--- config.mk ---
export PLATFORM = sky130hd
export DESIGN_NAME = wb_result_serializer_flat
export DESIGN_NICKNAME = d
export VERILOG_FILES = /design/src/rtl/wb_ser_pkg.sv /design/src/rtl/wb_result_serializer_if.sv /design/src/rtl/wb_word_fifo.sv /design/src/rtl/wb_result_serializer.sv /design/src/flat_wrapper.sv
export SDC_FILE = /design/constraint.sdc
export NUM_CORES = 1
export LEC_CHECK = 0
export ABC_AREA = 1
export CAP_MARGIN = 20
export CORE_UTILIZATION = 35
export DETAILED_ROUTE_END_ITERATION = 6
export PLACE_DENSITY = 0.58
export SLEW_MARGIN = 30
export SYNTH_ARGS = -nofsm -noshare
export SYNTH_HDL_FRONTEND = slang
export SYNTH_HIERARCHICAL = 1
export SYNTH_SLANG_ARGS = --single-unit
export TNS_END_PERCENT = 5
--- constraint.sdc ---
create_clock -name clk -period 3.7 [get_ports clk]
set_clock_uncertainty 0.15 [all_clocks]
set_input_delay 0.37 -clock clk [delete_from_list [all_inputs] [get_ports clk]]
set_output_delay 0.37 -clock clk [all_outputs]
set_load 0.005 [all_outputs]
--- src/rtl/wb_ser_pkg.sv ---
// Shared types and default widths for the writeback result serializer.
package wb_ser_pkg;
    localparam int unsigned DEF_DATA_WIDTH = 16;
    localparam int unsigned DEF_OUT_WIDTH  = 8;
    localparam int unsigned DEF_FIFO_DEPTH = 4;
    localparam int unsigned PTR_W          = $clog2(DEF_FIFO_DEPTH);

    typedef enum logic [1:0] {
        IDLE    = 2'd0,
        SEND_LO = 2'd1,
        SEND_HI = 2'd2
    } ser_state_e;
endpackage

--- src/rtl/wb_result_serializer_if.sv ---
// Capture and byte-stream handshake bundle for wb_result_serializer.
interface wb_result_serializer_if
    import wb_ser_pkg::*;
#(
    parameter int unsigned DATA_WIDTH = DEF_DATA_WIDTH,
    parameter int unsigned OUT_WIDTH  = DEF_OUT_WIDTH
);
    logic                  in_valid;
    logic [DATA_WIDTH-1:0] in_data;
    logic [OUT_WIDTH-1:0]  out_byte;
    logic                  out_valid;
    logic                  out_ready;
    logic                  out_last;

    modport master (
        output in_valid, in_data, out_ready,
        input  out_byte, out_valid, out_last
    );

    modport slave (
        input  in_valid, in_data, out_ready,
        output out_byte, out_valid, out_last
    );
endinterface

--- src/rtl/wb_word_fifo.sv ---
// Synchronous word FIFO; push and pop may coincide even when full.
module wb_word_fifo
    import wb_ser_pkg::*;
#(
    parameter int unsigned WIDTH = DEF_DATA_WIDTH,
    parameter int unsigned DEPTH = DEF_FIFO_DEPTH,
    localparam int unsigned AW   = $clog2(DEPTH),
    localparam int unsigned LW   = AW + 1
) (
    input  logic             clk,
    input  logic             rst,
    input  logic             push,
    input  logic [WIDTH-1:0] push_data,
    input  logic             pop,
    output logic [WIDTH-1:0] head,
    output logic             full,
    output logic             empty,
    output logic [LW-1:0]    level
);
    logic [WIDTH-1:0] mem [DEPTH];
    logic [AW-1:0]    wr_ptr;
    logic [AW-1:0]    rd_ptr;
    logic [LW-1:0]    level_next;
    logic             do_push;
    logic             do_pop;

    assign do_push = push && (!full || pop);
    assign do_pop  = pop && !empty;
    assign head    = mem[rd_ptr];

    always_comb begin
        level_next = level;
        case ({do_push, do_pop})
            2'b10:   level_next = level + LW'(1);
            2'b01:   level_next = level - LW'(1);
            default: level_next = level;
        endcase
    end

    // Flags are registered from the next level so they never lag the count.
    always_ff @(posedge clk) begin
        if (rst) begin
            wr_ptr <= '0;
            rd_ptr <= '0;
            level  <= '0;
            full   <= 1'b0;
            empty  <= 1'b1;
        end else begin
            if (do_push) wr_ptr <= wr_ptr + AW'(1);
            if (do_pop)  rd_ptr <= rd_ptr + AW'(1);
            level <= level_next;
            full  <= (level_next == LW'(DEPTH));
            empty <= (level_next == '0);
        end
    end

    always_ff @(posedge clk) begin
        if (do_push) mem[wr_ptr] <= push_data;
    end
endmodule

--- src/rtl/wb_result_serializer.sv ---
// Captures writeback words into a FIFO and streams them out low byte first.
// Optional WB_SER_CHANGE_FILTER_EN: only push words that differ from the last accepted one.
module wb_result_serializer
    import wb_ser_pkg::*;
#(
    parameter int unsigned DATA_WIDTH = DEF_DATA_WIDTH,
    parameter int unsigned OUT_WIDTH  = DEF_OUT_WIDTH,
    parameter int unsigned FIFO_DEPTH = DEF_FIFO_DEPTH,
    localparam int unsigned LVL_W     = $clog2(FIFO_DEPTH) + 1
) (
    input  logic                   clk,
    input  logic                   rst,
    wb_result_serializer_if.slave  bus,
    output logic                   fifo_full,
    output logic                   overflow,
    output logic [LVL_W-1:0]       level
);
    ser_state_e            state;
    ser_state_e            state_next;
    logic [DATA_WIDTH-1:0] hold;
    logic [DATA_WIDTH-1:0] hold_next;
    logic [DATA_WIDTH-1:0] fifo_head;
    logic                  fifo_empty;
    logic                  pop;
    logic                  push_cand;
    logic                  push;
    logic [OUT_WIDTH-1:0]  byte_next;
    logic                  valid_next;
    logic                  last_next;

`ifdef WB_SER_CHANGE_FILTER_EN
    logic [DATA_WIDTH-1:0] last_word;
    logic                  last_vld;

    assign push_cand = bus.in_valid && (!last_vld || (bus.in_data != last_word));

    // Dropped words never reach here, so they do not become the compare value.
    always_ff @(posedge clk) begin
        if (rst) begin
            last_vld  <= 1'b0;
            last_word <= '0;
        end else if (push) begin
            last_vld  <= 1'b1;
            last_word <= bus.in_data;
        end
    end
`else
    assign push_cand = bus.in_valid;
`endif

    assign push = push_cand && (!fifo_full || pop);

    wb_word_fifo #(
        .WIDTH (DATA_WIDTH),
        .DEPTH (FIFO_DEPTH)
    ) u_fifo (
        .clk       (clk),
        .rst       (rst),
        .push      (push),
        .push_data (bus.in_data),
        .pop       (pop),
        .head      (fifo_head),
        .full      (fifo_full),
        .empty     (fifo_empty),
        .level     (level)
    );

    always_ff @(posedge clk) begin
        if (rst) begin
            overflow <= 1'b0;
        end else if (push_cand && fifo_full && !pop) begin
            overflow <= 1'b1;
        end
    end

    // State, hold word and output registers.
    always_ff @(posedge clk) begin
        if (rst) begin
            state         <= IDLE;
            hold          <= '0;
            bus.out_valid <= 1'b0;
            bus.out_byte  <= '0;
            bus.out_last  <= 1'b0;
        end else begin
            state         <= state_next;
            hold          <= hold_next;
            bus.out_valid <= valid_next;
            bus.out_byte  <= byte_next;
            bus.out_last  <= last_next;
        end
    end

    always_comb begin
        state_next = state;
        pop        = 1'b0;
        case (state)
            IDLE: begin
                if (!fifo_empty) begin
                    pop        = 1'b1;
                    state_next = SEND_LO;
                end
            end
            SEND_LO: begin
                if (bus.out_ready) state_next = SEND_HI;
            end
            SEND_HI: begin
                if (bus.out_ready) begin
                    if (!fifo_empty) begin
                        pop        = 1'b1;
                        state_next = SEND_LO;
                    end else begin
                        state_next = IDLE;
                    end
                end
            end
            default: state_next = IDLE;
        endcase
    end

    // Outputs decode the next state so they appear registered with it.
    always_comb begin
        hold_next  = pop ? fifo_head : hold;
        valid_next = 1'b0;
        byte_next  = '0;
        last_next  = 1'b0;
        case (state_next)
            SEND_LO: begin
                valid_next = 1'b1;
                byte_next  = hold_next[OUT_WIDTH-1:0];
            end
            SEND_HI: begin
                valid_next = 1'b1;
                byte_next  = hold_next[DATA_WIDTH-1 -: OUT_WIDTH];
                last_next  = 1'b1;
            end
            default: ;
        endcase
    end
endmodule

--- src/flat_wrapper.sv ---
// flat-port wrapper written by rule: the top's interface ports become plain ports
module wb_result_serializer_flat import wb_ser_pkg::*;
#(
    parameter int unsigned DATA_WIDTH = DEF_DATA_WIDTH,
    parameter int unsigned OUT_WIDTH  = DEF_OUT_WIDTH,
    parameter int unsigned FIFO_DEPTH = DEF_FIFO_DEPTH,
    localparam int unsigned LVL_W     = $clog2(FIFO_DEPTH) + 1
)
  (clk, rst, fifo_full, overflow, level, bus_in_valid, bus_in_data, bus_out_ready, bus_out_byte, bus_out_valid, bus_out_last);
  wb_result_serializer_if #(.DATA_WIDTH(DATA_WIDTH), .OUT_WIDTH(OUT_WIDTH)) bus_i ();
  input  logic clk;
  input  logic rst;
  output logic fifo_full;
  output logic overflow;
  output logic [LVL_W-1:0] level;
  input wire logic [$bits(bus_i.in_valid)-1:0] bus_in_valid;
  input wire logic [$bits(bus_i.in_data)-1:0] bus_in_data;
  input wire logic [$bits(bus_i.out_ready)-1:0] bus_out_ready;
  output wire logic [$bits(bus_i.out_byte)-1:0] bus_out_byte;
  output wire logic [$bits(bus_i.out_valid)-1:0] bus_out_valid;
  output wire logic [$bits(bus_i.out_last)-1:0] bus_out_last;
  assign bus_i.in_valid = bus_in_valid;
  assign bus_i.in_data = bus_in_data;
  assign bus_i.out_ready = bus_out_ready;
  assign bus_out_byte = bus_i.out_byte;
  assign bus_out_valid = bus_i.out_valid;
  assign bus_out_last = bus_i.out_last;
  wb_result_serializer #(.DATA_WIDTH(DATA_WIDTH), .OUT_WIDTH(OUT_WIDTH), .FIFO_DEPTH(FIFO_DEPTH)) u_core (.clk(clk), .rst(rst), .bus(bus_i), .fifo_full(fifo_full), .overflow(overflow), .level(level));
endmodule
[Word level (Yosys, flattened, before mapping)]
Memory sizes are Yosys's and may differ from the RTL's. A register that Yosys moved wholly into a read port is not among the register bits.
Cells that the tools add are included.
Operators by class
  multiplexer cells: 17
  $add $sub $neg: 4
  equality and inequality tests: 7
  reductions and logical operators: 12
Operators by type and width (number)
  16-bit two-way mux: 1
  8-bit case mux with 2 select lines: 1
  2-bit two-way mux: 5
  1-bit two-way mux: 7
  2-bit by 1-bit equality test with 1-bit output (second input constant): 3
  2-bit equality test (second input constant): 3
  2-bit case mux with 3 select lines: 1
  3-bit case mux with 2 select lines: 1
  1-bit logical AND: 5
  2-bit by 1-bit adder with 2-bit output (second input constant): 2
  3-bit by 1-bit adder with 3-bit output (second input constant): 1
  3-bit equality test (second input constant): 1
  1-bit logical NOT: 3
  3-bit logical NOT: 1
  3-bit by 1-bit subtractor with 3-bit output (second input constant): 1
  2-bit logical NOT: 1
  1-bit case mux with 2 select lines: 1
  2-bit OR reduction: 1
  1-bit logical OR: 1
Word-level totals
  logic and storage cells: 52
  memories: 1
  output and inout port bits: 15
  bits in writable memories: 64
  bits in registers: 38
  bits of input ports: 20
Memory list
  u_core.u_fifo.mem: depth 4, bits a word 16, read ports 1, clocked after memory_dff 1, wr ports 1, line wb_word_fifo.sv:20  | logic [WIDTH-1:0] mem [DEPTH];

[Logic depth before layout (Yosys ltp)]
Gate-level depths: netlist of run 1.
  depth in word-level cells: 9
  depth in mapped cells: 17
  gate-level depth less buffers: 16

[Cells and area by module]
The synthesis of run 1 kept the hierarchy.
By module, submodules not included
  wb_word_fifo: instances 1, cells an instance 225, sequential area each 2142.1 um^2, area an instance 2882.8 um^2
  wb_result_serializer: instances 1, cells an instance 174, sequential area each 580.6 um^2, area an instance 1251.2 um^2

[Worst setup path after synthesis of run 1]
Ideal clock, no wire load.
  path type: input-to-reg
  start: input bus_out_ready
  end: register u_core.u_fifo.empty
  cell stages on the path: 15
  arrival time: 2.160 ns
  path buffers: 1
  library setup time: 0.115 ns
  data required time: 3.435 ns
  setup slack: 1.275 ns
  cell sequence: inv_1 nand2_2 nand2_2 buf_6 a21boi_0 nand2_1 ha_1 inv_1 fa_1 o21ai_0 inv_1 nand2_1 inv_1 nand3_1 nand2_1
Between the ends
  cells in the longest elaborated chain, start to end: 8
  elaborated cells on any way between the ends: 10
  those cells by class: eq/ne (2); mux (3); reduce/logical (5)
Ends and longest elaborated chain
  start: declaration: line flat_wrapper.sv:18  | input wire logic [$bits(bus_i.out_ready)-1:0] bus_out_ready;
  1-bit two-way mux *: line wb_result_serializer.sv:107  | if (bus.out_ready) begin
  1-bit case mux with 2 select lines *: line wb_result_serializer.sv:96  | case (state)
  1-bit logical OR *: line wb_result_serializer.sv:51  | assign push = push_cand && (!fifo_full || pop);
  1-bit logical AND *: line wb_result_serializer.sv:51
  via u_core.push: line wb_result_serializer.sv:26  | logic push;
  1-bit logical AND *: line wb_word_fifo.sv:27  | assign do_push = push && (!full || pop);
  2-bit by 1-bit equality test with 1-bit output / 2-bit equality test (equally long branches): line wb_word_fifo.sv:33  | case ({do_push, do_pop})
  3-bit case mux with 2 select lines *: line wb_word_fifo.sv:33
  3-bit logical NOT *: line wb_word_fifo.sv:53  | empty <= (level_next == '0);
  end signal: assignment: line wb_word_fifo.sv:53
  end: declaration: line wb_word_fifo.sv:17  | output logic empty,
The timed path passes the listed nets; every way through them passes the cells marked *.
A chain may end at the register's enable or synchronous reset.

[Worst setup path after layout of run 1]
Ends and elaborated chain as after synthesis.

==> impl_table.tex, run 1 <==
\begin{tabular}{lr}
\hline
Metric & Value \\
\hline
\multicolumn{2}{l}{\textbf{Synth}} \\
\quad Library cell with the largest summed area after synthesis & edfxtp\_1 \\
\quad Top cells by area, synth & edfxtp\_1 (46\%), dfxtp\_1 (19\%), nor2\_1 (5.9\%) \\
\quad Sequential-to-total area share from yosys stat & 65.9\% \\
\quad Leading register cell type out of synthesis & edfxtp\_1 \\
\quad Post-synth top cells & nor2\_1 (65), edfxtp\_1 (64), nand2\_1 (50), inv\_1 (46), dfxtp\_1 (40) \\
\quad Post-synth net total & 427 \\
\quad Instance count of the mapped netlist & 399 \\
\quad Multiplexer share of the synthesized area & 0\% \\
\quad Syn avg cell area & 10.4 um\^{}2 \\
\quad Share of synthesized registers carrying an async set or reset & 0\% \\
\quad Post-synth cell types & 25 \\
\quad Number of synthesized register bits & 104 \\
\quad Combined area of all synthesized cells & 0.00413 mm\^{}2 \\
\quad Fraction of post-synthesis cell area in the top cell type by area & 46.5\% \\
\quad Fraction of the mapped netlist area in adder cells & 2.60\% \\
\quad Area share of and/or/nand/nor cells after synthesis & 16.3\% \\
\quad Total number of yosys warnings & 6 \\
\quad Area share of xor/xnor cells in the synthesized design & 0.212\% \\
\quad Combinational family with the most area after synthesis & simple AND/OR/NAND/NOR gates \\
\quad Cell with the most instances after synthesis & nor2\_1 \\
\quad Post-synth EDFFs & 64 \\
\quad Synth Area in Compound Gates & 8.20\% \\
\multicolumn{2}{l}{\textbf{Routing}} \\
\quad Total via count in the routed design & 2759 \\
\quad Remaining DRCs & 0 \\
\quad Routed Wire Length & 7.95 mm \\
\quad Detail Route Antenna Nets & 0 \\
\quad Routed length per placed instance & 13.6 um \\
\quad Average vias per placed instance & 4.72 \\
\quad DRC marker count from the first detailed-route iteration & 120 \\
\quad First drt pass iteration count & 4 \\
\multicolumn{2}{l}{\textbf{GRT}} \\
\quad Sum of overflow across all layers after global routing & 0 \\
\quad Number of global-route vias before repair & 2400 \\
\quad Global-route wire length before repair & 12.7 mm \\
\quad Global-route usage over all layers & 13.5\% \\
\quad Number of antenna violations at the first check in global routing & 0 \\
\quad Largest net degree at the start of global routing & 34 \\
\multicolumn{2}{l}{\textbf{Floorplan}} \\
\quad I/O Pins & 35 \\
\quad X dimension of the die & 111 um \\
\quad Overall die area & 0.0123 mm\^{}2 \\
\quad Core region area & 0.0115 mm\^{}2 \\
\quad Row cnt & 39 \\
\quad Starting utilization of the core area & 36.1\% \\
\quad Die extent in y & 111 um \\
\multicolumn{2}{l}{\textbf{CTS}} \\
\quad Insertion delay of the later-clocked pin in the worst-skew pair & 0.34 ns \\
\quad \# Post-CTS Setup Buffers & 0 \\
\quad CTS-repair resized insts & 0 \\
\quad Root buffer selected by CTS & clkbuf\_16 \\
\quad Number of clock sinks seen by CTS & 104 \\
\quad Total clock buffers created by CTS & 9 \\
\quad CTS tree & built \\
\quad Hold buffers post-CTS & 0 \\
\quad Worst-path clk slew & 0.07 ns \\
\quad Deepest clock path buffer count & 2 \\
\quad H-Tree Depth & 3 \\
\multicolumn{2}{l}{\textbf{Setup path}} \\
\quad Req. time, crit path & 3.78 ns \\
\quad Reg-to-reg slack, setup & 1.18 ns \\
\quad Data arrival time of the worst path & 2.74 ns \\
\quad Startpoint type of the worst setup path & input pin \\
\quad Number of buffer and inverter instances along the worst setup path & 5 \\
\quad Worst Path Class, Setup & input pin to flip-flop \\
\quad Slowest CP cell & clkdlybuf4s50\_1 \\
\quad Maximum cell stage delay along the critical path & 0.47 ns \\
\quad Cell occurring most often along the worst timing path & inv\_1 \\
\quad Crit Path Max Fanout & 17 \\
\quad Cell family with most CP delay & buffers and inverters \\
\quad Sort of element at the end of the critical path & flip-flop \\
\quad Ordered cell list for the critical path & clkdlybuf4s50\_1 > inv\_1 > nand2\_2 > nand2\_2 > a21boi\_0 > nand2\_1 > ha\_1 > inv\_1 > fa\_1 > o21ai\_0 > inv\_1 > nand2\_1 > inv\_1 > nand3\_1 > nand2\_1 \\
\multicolumn{2}{l}{\textbf{Flow run}} \\
\quad Count of max-cap constraint violations & 0 \\
\multicolumn{2}{l}{\textbf{Placed design}} \\
\quad Port-buffer cells & 34 \\
\quad Gpl congestion & 0.760 \\
\quad Post-detail-place hpwl & 5.05 mm \\
\quad Worst-case setup slack after placement & 0.681 ns \\
\quad Cell area reported after detailed placement & 0.00462 mm\^{}2 \\
\multicolumn{2}{l}{\textbf{Worst hold path}} \\
\quad Path type of the worst min-delay path & flip-flop to flip-flop \\
\multicolumn{2}{l}{\textbf{STA}} \\
\quad Max\_slew headroom & 57.2\% \\
\quad RSZ-0062 raised after global routing & no \\
\quad Final critical path time including I/O delays and setup & 2.66 ns \\
\quad Maximum clock rate & 0.377 GHz \\
\quad Setup slack of the critical path after layout & 1.04 ns \\
\quad Transition at the pin with the smallest max-transition slack & 0.641 ns \\
\quad Final setup TNS & 0 ns \\
\quad Final cycle utilization of the critical path & 71.8\% \\
\quad Final number of hold-violating endpoints & 0 \\
\quad Final worst hold slack & 0.348 ns \\
\quad Number of setup violations in the final report & 0 \\
\quad Slew Limit Fails & 0 \\
\multicolumn{2}{l}{\textbf{Layout}} \\
\quad Total number of nets in the final design & 464 \\
\quad Fraction of final layout cells with drive strength greater than 1 & 7.03\% \\
\quad Number of fillers in the final layout & 1092 \\
\quad Diodes inserted & 0 \\
\quad Synthesis-to-finish area growth & 18.5\% \\
\quad Core utilization of the finished layout & 42.7\% \\
\quad Post-route cell area & 0.00490 mm\^{}2 \\
\multicolumn{2}{l}{\textbf{Power}} \\
\quad Pwr Density & 629 mW/mm\^{}2 \\
\quad LEAKAGE & 1.88 nW \\
\quad Peak supply drop & 0.318 mV \\
\multicolumn{2}{l}{\textbf{Status}} \\
\quad Result of the run & finished clean \\
\hline
\end{tabular}
## cells by family (layout without fill, tap and decap cells)
kind of cell,count (synthesis),in the layout
DFF,104,104
and+or+nand+nor,157,157
xor gates and xnor gates,1,1
adders and majority gates,8,8
buffers and inverters,66,108
AOI/OAI and AO/OA,63,63
## cells in the final DEF (no fill, tap or decap)
cell type,netlist,routed
a21oi_1,10,10
o21ai_1,30,30
clkinv_2,0,1
clkdlybuf4s50_1,0,34
nor2_2,1,1
inv_2,4,4
nand2_1,50,50
nand3_1,28,28
o22ai_1,16,16
o21ai_0,5,5
nor2_4,1,1
nand2_2,2,2
inv_6,0,1
ha_1,7,7
clkbuf_16,0,9
clkbuf_1,3,1
edfxtp_1,64,64
clkinv_4,0,3
inv_8,0,1
nand4_1,2,2
inv_1,46,46
nand3b_1,8,8
dfxtp_1,40,40
buf_4,2,8
a31oi_1,1,1
fa_1,1,1
nor2_1,65,65
a21boi_0,1,1
xor2_1,1,1
## state kept, by name, summed over array words and instances (netlist names), named ones only
name                  count
u_core/bus.out_byte       8
u_core/bus.out_last       1
u_core/bus.out_valid      1
u_core/hold              16
u_core/overflow           1
u_core/state              2
u_core/u_fifo/empty       1
u_core/u_fifo/full        1
u_core/u_fifo/level       3
u_core/u_fifo/mem        64
u_core/u_fifo/rd_ptr      2
u_core/u_fifo/wr_ptr      2
## worst reg2reg max path: stages, from the launching register on
cell and delay (ns):
dfxtp_1 0.34, nor2_4 0.36, nand2_2 0.13, a21boi_0 0.17
nand2_1 0.10, ha_1 0.20, inv_1 0.09, fa_1 0.42
o21ai_0 0.17, inv_1 0.07, nand2_1 0.07, inv_1 0.05
nand3_1 0.06, nand2_1 0.04
## layout make-up
| class | instances | area [um^2] | area share [%] |
|---|---|---|---|
| Sequential cell | 104 | 2720 | 55.6 |
| Multi-Input combinational cell | 229 | 1130 | 23.1 |
| Timing Repair Buffer | 42 | 400 | 8.17 |
| Clock buffer | 10 | 229 | 4.67 |
| Inverter | 50 | 188 | 3.83 |
| Tap cell | 143 | 179 | 3.65 |
| Clock inverter | 6 | 51.3 | 1.05 |
## metal layers
metal	vias up	share of wire, %	track usage (%)
li1	1409	-	-
met1	1295	48	18.9
met2	48	46	20.2
met3	7	4.6	3.99
met4	0	0.98	4.27
met5	-	0	0
## final timing paths
kind / end / from / depth (start not counted)
max: u_core/u_fifo/empty$_SDFF_PP1_ / bus_out_ready / 15
min: u_core/overflow$_SDFFE_PP0P_ / u_core/overflow$_SDFFE_PP0P_ / 2
max reg2reg: u_core/u_fifo/empty$_SDFF_PP1_ / u_core/state[0]$_SDFF_PP0_ / 13
min reg2reg: u_core/overflow$_SDFFE_PP0P_ / u_core/overflow$_SDFFE_PP0P_ / 2
## power by group
part | switching, mW | internal [mW] | total, mW
Sequential | 0.0529 | 1.38 | 1.44
Combinational | 0.483 | 0.277 | 0.760
Clock | 0.418 | 0.466 | 0.884
## through the flow
stage               power [mW]  instances
floorplan                 2.01        399
global placement          2.21        568
detailed placement        2.23        568
CTS                       3.13        584
global route              3.29        584
finish                    3.08        584
No activity file was read; power rests on OpenSTA's default activity.
==> inputs of run 2 (changes only) <==
==> constraint.sdc (replaced) <==
create_clock -name clk -period 2.6 [get_ports clk]
set_clock_uncertainty 0.15 [all_clocks]
set_input_delay 0.26 -clock clk [delete_from_list [all_inputs] [get_ports clk]]
set_output_delay 0.26 -clock clk [all_outputs]
set_load 0.005 [all_outputs]
==> impl_table.tex, run 2 (synthesis results as in run 1) <==
\begin{tabular}{lr}
\hline
Metric & Value \\
\hline
\multicolumn{2}{l}{\textbf{Setup path}} \\
\quad Cells on worst reg2reg path & 13 (unchanged) \\
\quad Data arrival time of the worst path & 2.36 ns (was 2.74 ns) \\
\quad Crit Path Max Fanout & 4 (was 17) \\
\quad R2R Path Start & u\_core/state[0]\$\_SDFF\_PP0\_ (unchanged) \\
\quad Startpoint type of the worst setup path & input pin (unchanged) \\
\quad Sort of element at the end of the critical path & flip-flop (unchanged) \\
\quad Reg-to-reg slack, setup & 0.41 ns (was 1.18 ns) \\
\quad RR Endpoint & u\_core/u\_fifo/empty\$\_SDFF\_PP1\_ (unchanged) \\
\quad Worst Path Class, Setup & input pin to flip-flop (unchanged) \\
\quad Req. time, crit path & 2.69 ns (was 3.78 ns) \\
\multicolumn{2}{l}{\textbf{Layout}} \\
\quad Top Registers & u\_core/u\_fifo/mem (64), u\_core/hold (16), u\_core/bus.out\_byte (8) (unchanged) \\
\quad Number of fillers in the final layout & 1082 (was 1092) \\
\quad Most common cell after layout, fill and taps aside & nor2\_1 (unchanged) \\
\quad Total number of nets in the final design & 471 (was 464) \\
\quad Fraction of final layout cells with drive strength greater than 1 & 8.71\% (was 7.03\%) \\
\quad Core utilization of the finished layout & 44.0\% (was 42.7\%) \\
\quad Max FFs per register & 64 (unchanged) \\
\quad Most frequent cells in the layout & nor2\_1 (65), edfxtp\_1 (64), nand2\_1 (50), inv\_1 (46), dfxtp\_1 (40) (unchanged) \\
\quad Sequential cell area & 0.00272 mm\^{}2 (unchanged) \\
\quad Diodes inserted & 0 (unchanged) \\
\quad Area taken by multi-input logic gates & 0.00113 mm\^{}2 (unchanged) \\
\quad Most flops, register & u\_core/u\_fifo/mem (unchanged) \\
\quad Synthesis-to-finish area growth & 22.0\% (was 18.5\%) \\
\multicolumn{2}{l}{\textbf{CTS}} \\
\quad Total clock buffers created by CTS & 9 (unchanged) \\
\quad Hold buffers post-CTS & 0 (unchanged) \\
\quad CTS-repair resized insts & 0 (unchanged) \\
\quad CTS tree & built (unchanged) \\
\quad H-Tree Depth & 3 (unchanged) \\
\quad Deepest clock path buffer count & 2 (unchanged) \\
\quad Worst-path clk slew & 0.08 ns (was 0.07 ns) \\
\quad \# Post-CTS Setup Buffers & 0 (unchanged) \\
\quad Root buffer selected by CTS & clkbuf\_16 (unchanged) \\
\quad Number of clock sinks seen by CTS & 104 (unchanged) \\
\quad Insertion delay of the later-clocked pin in the worst-skew pair & 0.34 ns (about the same) \\
\multicolumn{2}{l}{\textbf{Routing}} \\
\quad First drt pass iteration count & 5 (was 4) \\
\quad Average vias per placed instance & 4.71 (was 4.72) \\
\quad Routed Wire Length & 7.92 mm (was 7.95 mm) \\
\quad Routed length per placed instance & 13.4 um (was 13.6 um) \\
\quad Total via count in the routed design & 2786 (was 2759) \\
\quad Detail Route Antenna Nets & 0 (unchanged) \\
\quad DRC marker count from the first detailed-route iteration & 161 (was 120) \\
\quad Remaining DRCs & 0 (unchanged) \\
\multicolumn{2}{l}{\textbf{Status}} \\
\quad Result of the run & finished clean (unchanged) \\
\multicolumn{2}{l}{\textbf{Flow run}} \\
\quad Count of max-cap constraint violations & 0 (unchanged) \\
\multicolumn{2}{l}{\textbf{STA}} \\
\quad Final cycle utilization of the critical path & 87.5\% \\
\quad Final critical path time including I/O delays and setup & 2.27 ns \\
\quad Final number of hold-violating endpoints & 0 (unchanged) \\
\quad Number of setup violations in the final report & 0 (unchanged) \\
\quad Maximum clock rate & 0.440 GHz \\
\quad Transition at the pin with the smallest max-transition slack & 0.548 ns (was 0.641 ns) \\
\quad Slew Limit Fails & 0 (unchanged) \\
\quad Max\_slew headroom & 63.4\% (was 57.2\%) \\
\quad RSZ-0062 raised after global routing & no (unchanged) \\
\quad Final setup TNS & 0 ns (unchanged) \\
\multicolumn{2}{l}{\textbf{Power}} \\
\quad Pwr Density & 913 mW/mm\^{}2 (was 629 mW/mm\^{}2) \\
\quad LEAKAGE & 1.95 nW (was 1.88 nW) \\
\quad Peak supply drop & 0.408 mV (was 0.318 mV) \\
\multicolumn{2}{l}{\textbf{GRT}} \\
\quad Global-route wire length before repair & 12.9 mm (was 12.7 mm) \\
\quad Largest net degree at the start of global routing & 33 (was 34) \\
\quad GRT met3 Usage & 3.23\% (was 3.99\%) \\
\quad Number of antenna violations at the first check in global routing & 0 (unchanged) \\
\quad Global-route met1 utilization & 18.2\% (was 18.9\%) \\
\quad Layer carrying the most global-route usage & met2 (unchanged) \\
\quad Number of global-route vias before repair & 2610 (was 2400) \\
\quad Global-route track usage on met2 & 21.0\% (was 20.2\%) \\
\quad Sum of overflow across all layers after global routing & 0 (unchanged) \\
\quad Global-route usage over all layers & 13.6\% (was 13.5\%) \\
\multicolumn{2}{l}{\textbf{Placed design}} \\
\quad Gpl congestion & 0.769 (was 0.760) \\
\quad Port-buffer cells & 34 (unchanged) \\
\quad Post-detail-place hpwl & 5.14 mm (was 5.05 mm) \\
\multicolumn{2}{l}{\textbf{Worst hold path}} \\
\quad Origin of the worst min-delay path & u\_core/overflow\$\_SDFFE\_PP0P\_ (unchanged) \\
\quad Path type of the worst min-delay path & flip-flop to flip-flop (unchanged) \\
\quad Worst-case hold path end point & u\_core/overflow\$\_SDFFE\_PP0P\_ (unchanged) \\
\quad Cell depth of the worst min-delay path & 2 (unchanged) \\
\multicolumn{2}{l}{\textbf{Floorplan}} \\
\quad I/O Pins & 35 (unchanged) \\
\quad Overall die area & 0.0123 mm\^{}2 (unchanged) \\
\quad Die extent in y & 111 um (unchanged) \\
\quad Starting utilization of the core area & 36.1\% (unchanged) \\
\quad Row cnt & 39 (unchanged) \\
\quad X dimension of the die & 111 um (unchanged) \\
\quad Core region area & 0.0115 mm\^{}2 (unchanged) \\
\hline
\end{tabular}
==> run 2: per-stage QoR <==
step | instance area [um^2] | worst slack, ns | total power [mW] | std cells | hold WS [ns]
2_1_floorplan | 4130 | 0.206 | 2.86 | 399 | 0.182
3_3_place_gp | 4720 | -0.00766 | 3.20 | 575 | 0.302
3_5_place_dp | 4720 | -0.0123 | 3.23 | 575 | 0.316
4_1_cts | 5040 | 0.333 | 4.65 | 591 | 0.336
5_1_grt | 5040 | 0.0767 | 4.89 | 591 | 0.364
6_report | 5040 | 0.326 | 4.61 | 591 | 0.328
==> run 2: final cells by class <==
class / instances / share of cell area, %
flip-flops and latches: 104 / 54.0
clock buffers: 9 / 4.47
repair buffers: 49 / 9.98
well taps: 143 / 3.55
multi-input cells: 229 / 22.4
inverters: 50 / 3.72
clock inverters: 7 / 1.89
==> run 2: worst max path at each step <==
stage,from,endpoint,slack (ns)
after global placement,bus_out_ready,u_core/u_fifo/empty$_SDFF_PP1_,-0.008
after global routing,bus_out_ready,u_core/u_fifo/empty$_SDFF_PP1_,0.08
after detailed placement,bus_out_ready,u_core/u_fifo/empty$_SDFF_PP1_,-0.01
after CTS,bus_out_ready,u_core/u_fifo/empty$_SDFF_PP1_,0.33
after floorplan,u_core/state[0]$_SDFF_PP0_,u_core/u_fifo/empty$_SDFF_PP1_,0.21
final,bus_out_ready,u_core/u_fifo/empty$_SDFF_PP1_,0.33
==> run 2: critical path, stage by stage <==
cell and delay [ns]:
clkdlybuf4s50_1 0.48, inv_1 0.07, nand2_2 0.07, nand2_2 0.06, a21boi_0 0.15, nand2_1 0.09, ha_1 0.20, inv_1 0.09
fa_1 0.41, o21ai_0 0.17, inv_1 0.07, nand2_1 0.08, inv_1 0.04, nand3_1 0.06, nand2_1 0.05
==> run 2: power breakdown <==
part           leakage (nW)  switching, mW  internal, mW
Sequential            0.915         0.0755          1.97
Combinational         0.876          0.695         0.446
Clock                 0.157          0.645         0.777
==> run 2: metal layers <==
metal	vias up	routed length [um]
li1	1426	-
met1	1297	3920
met2	56	3580
met3	7	312
met4	0	105
met5	-	0
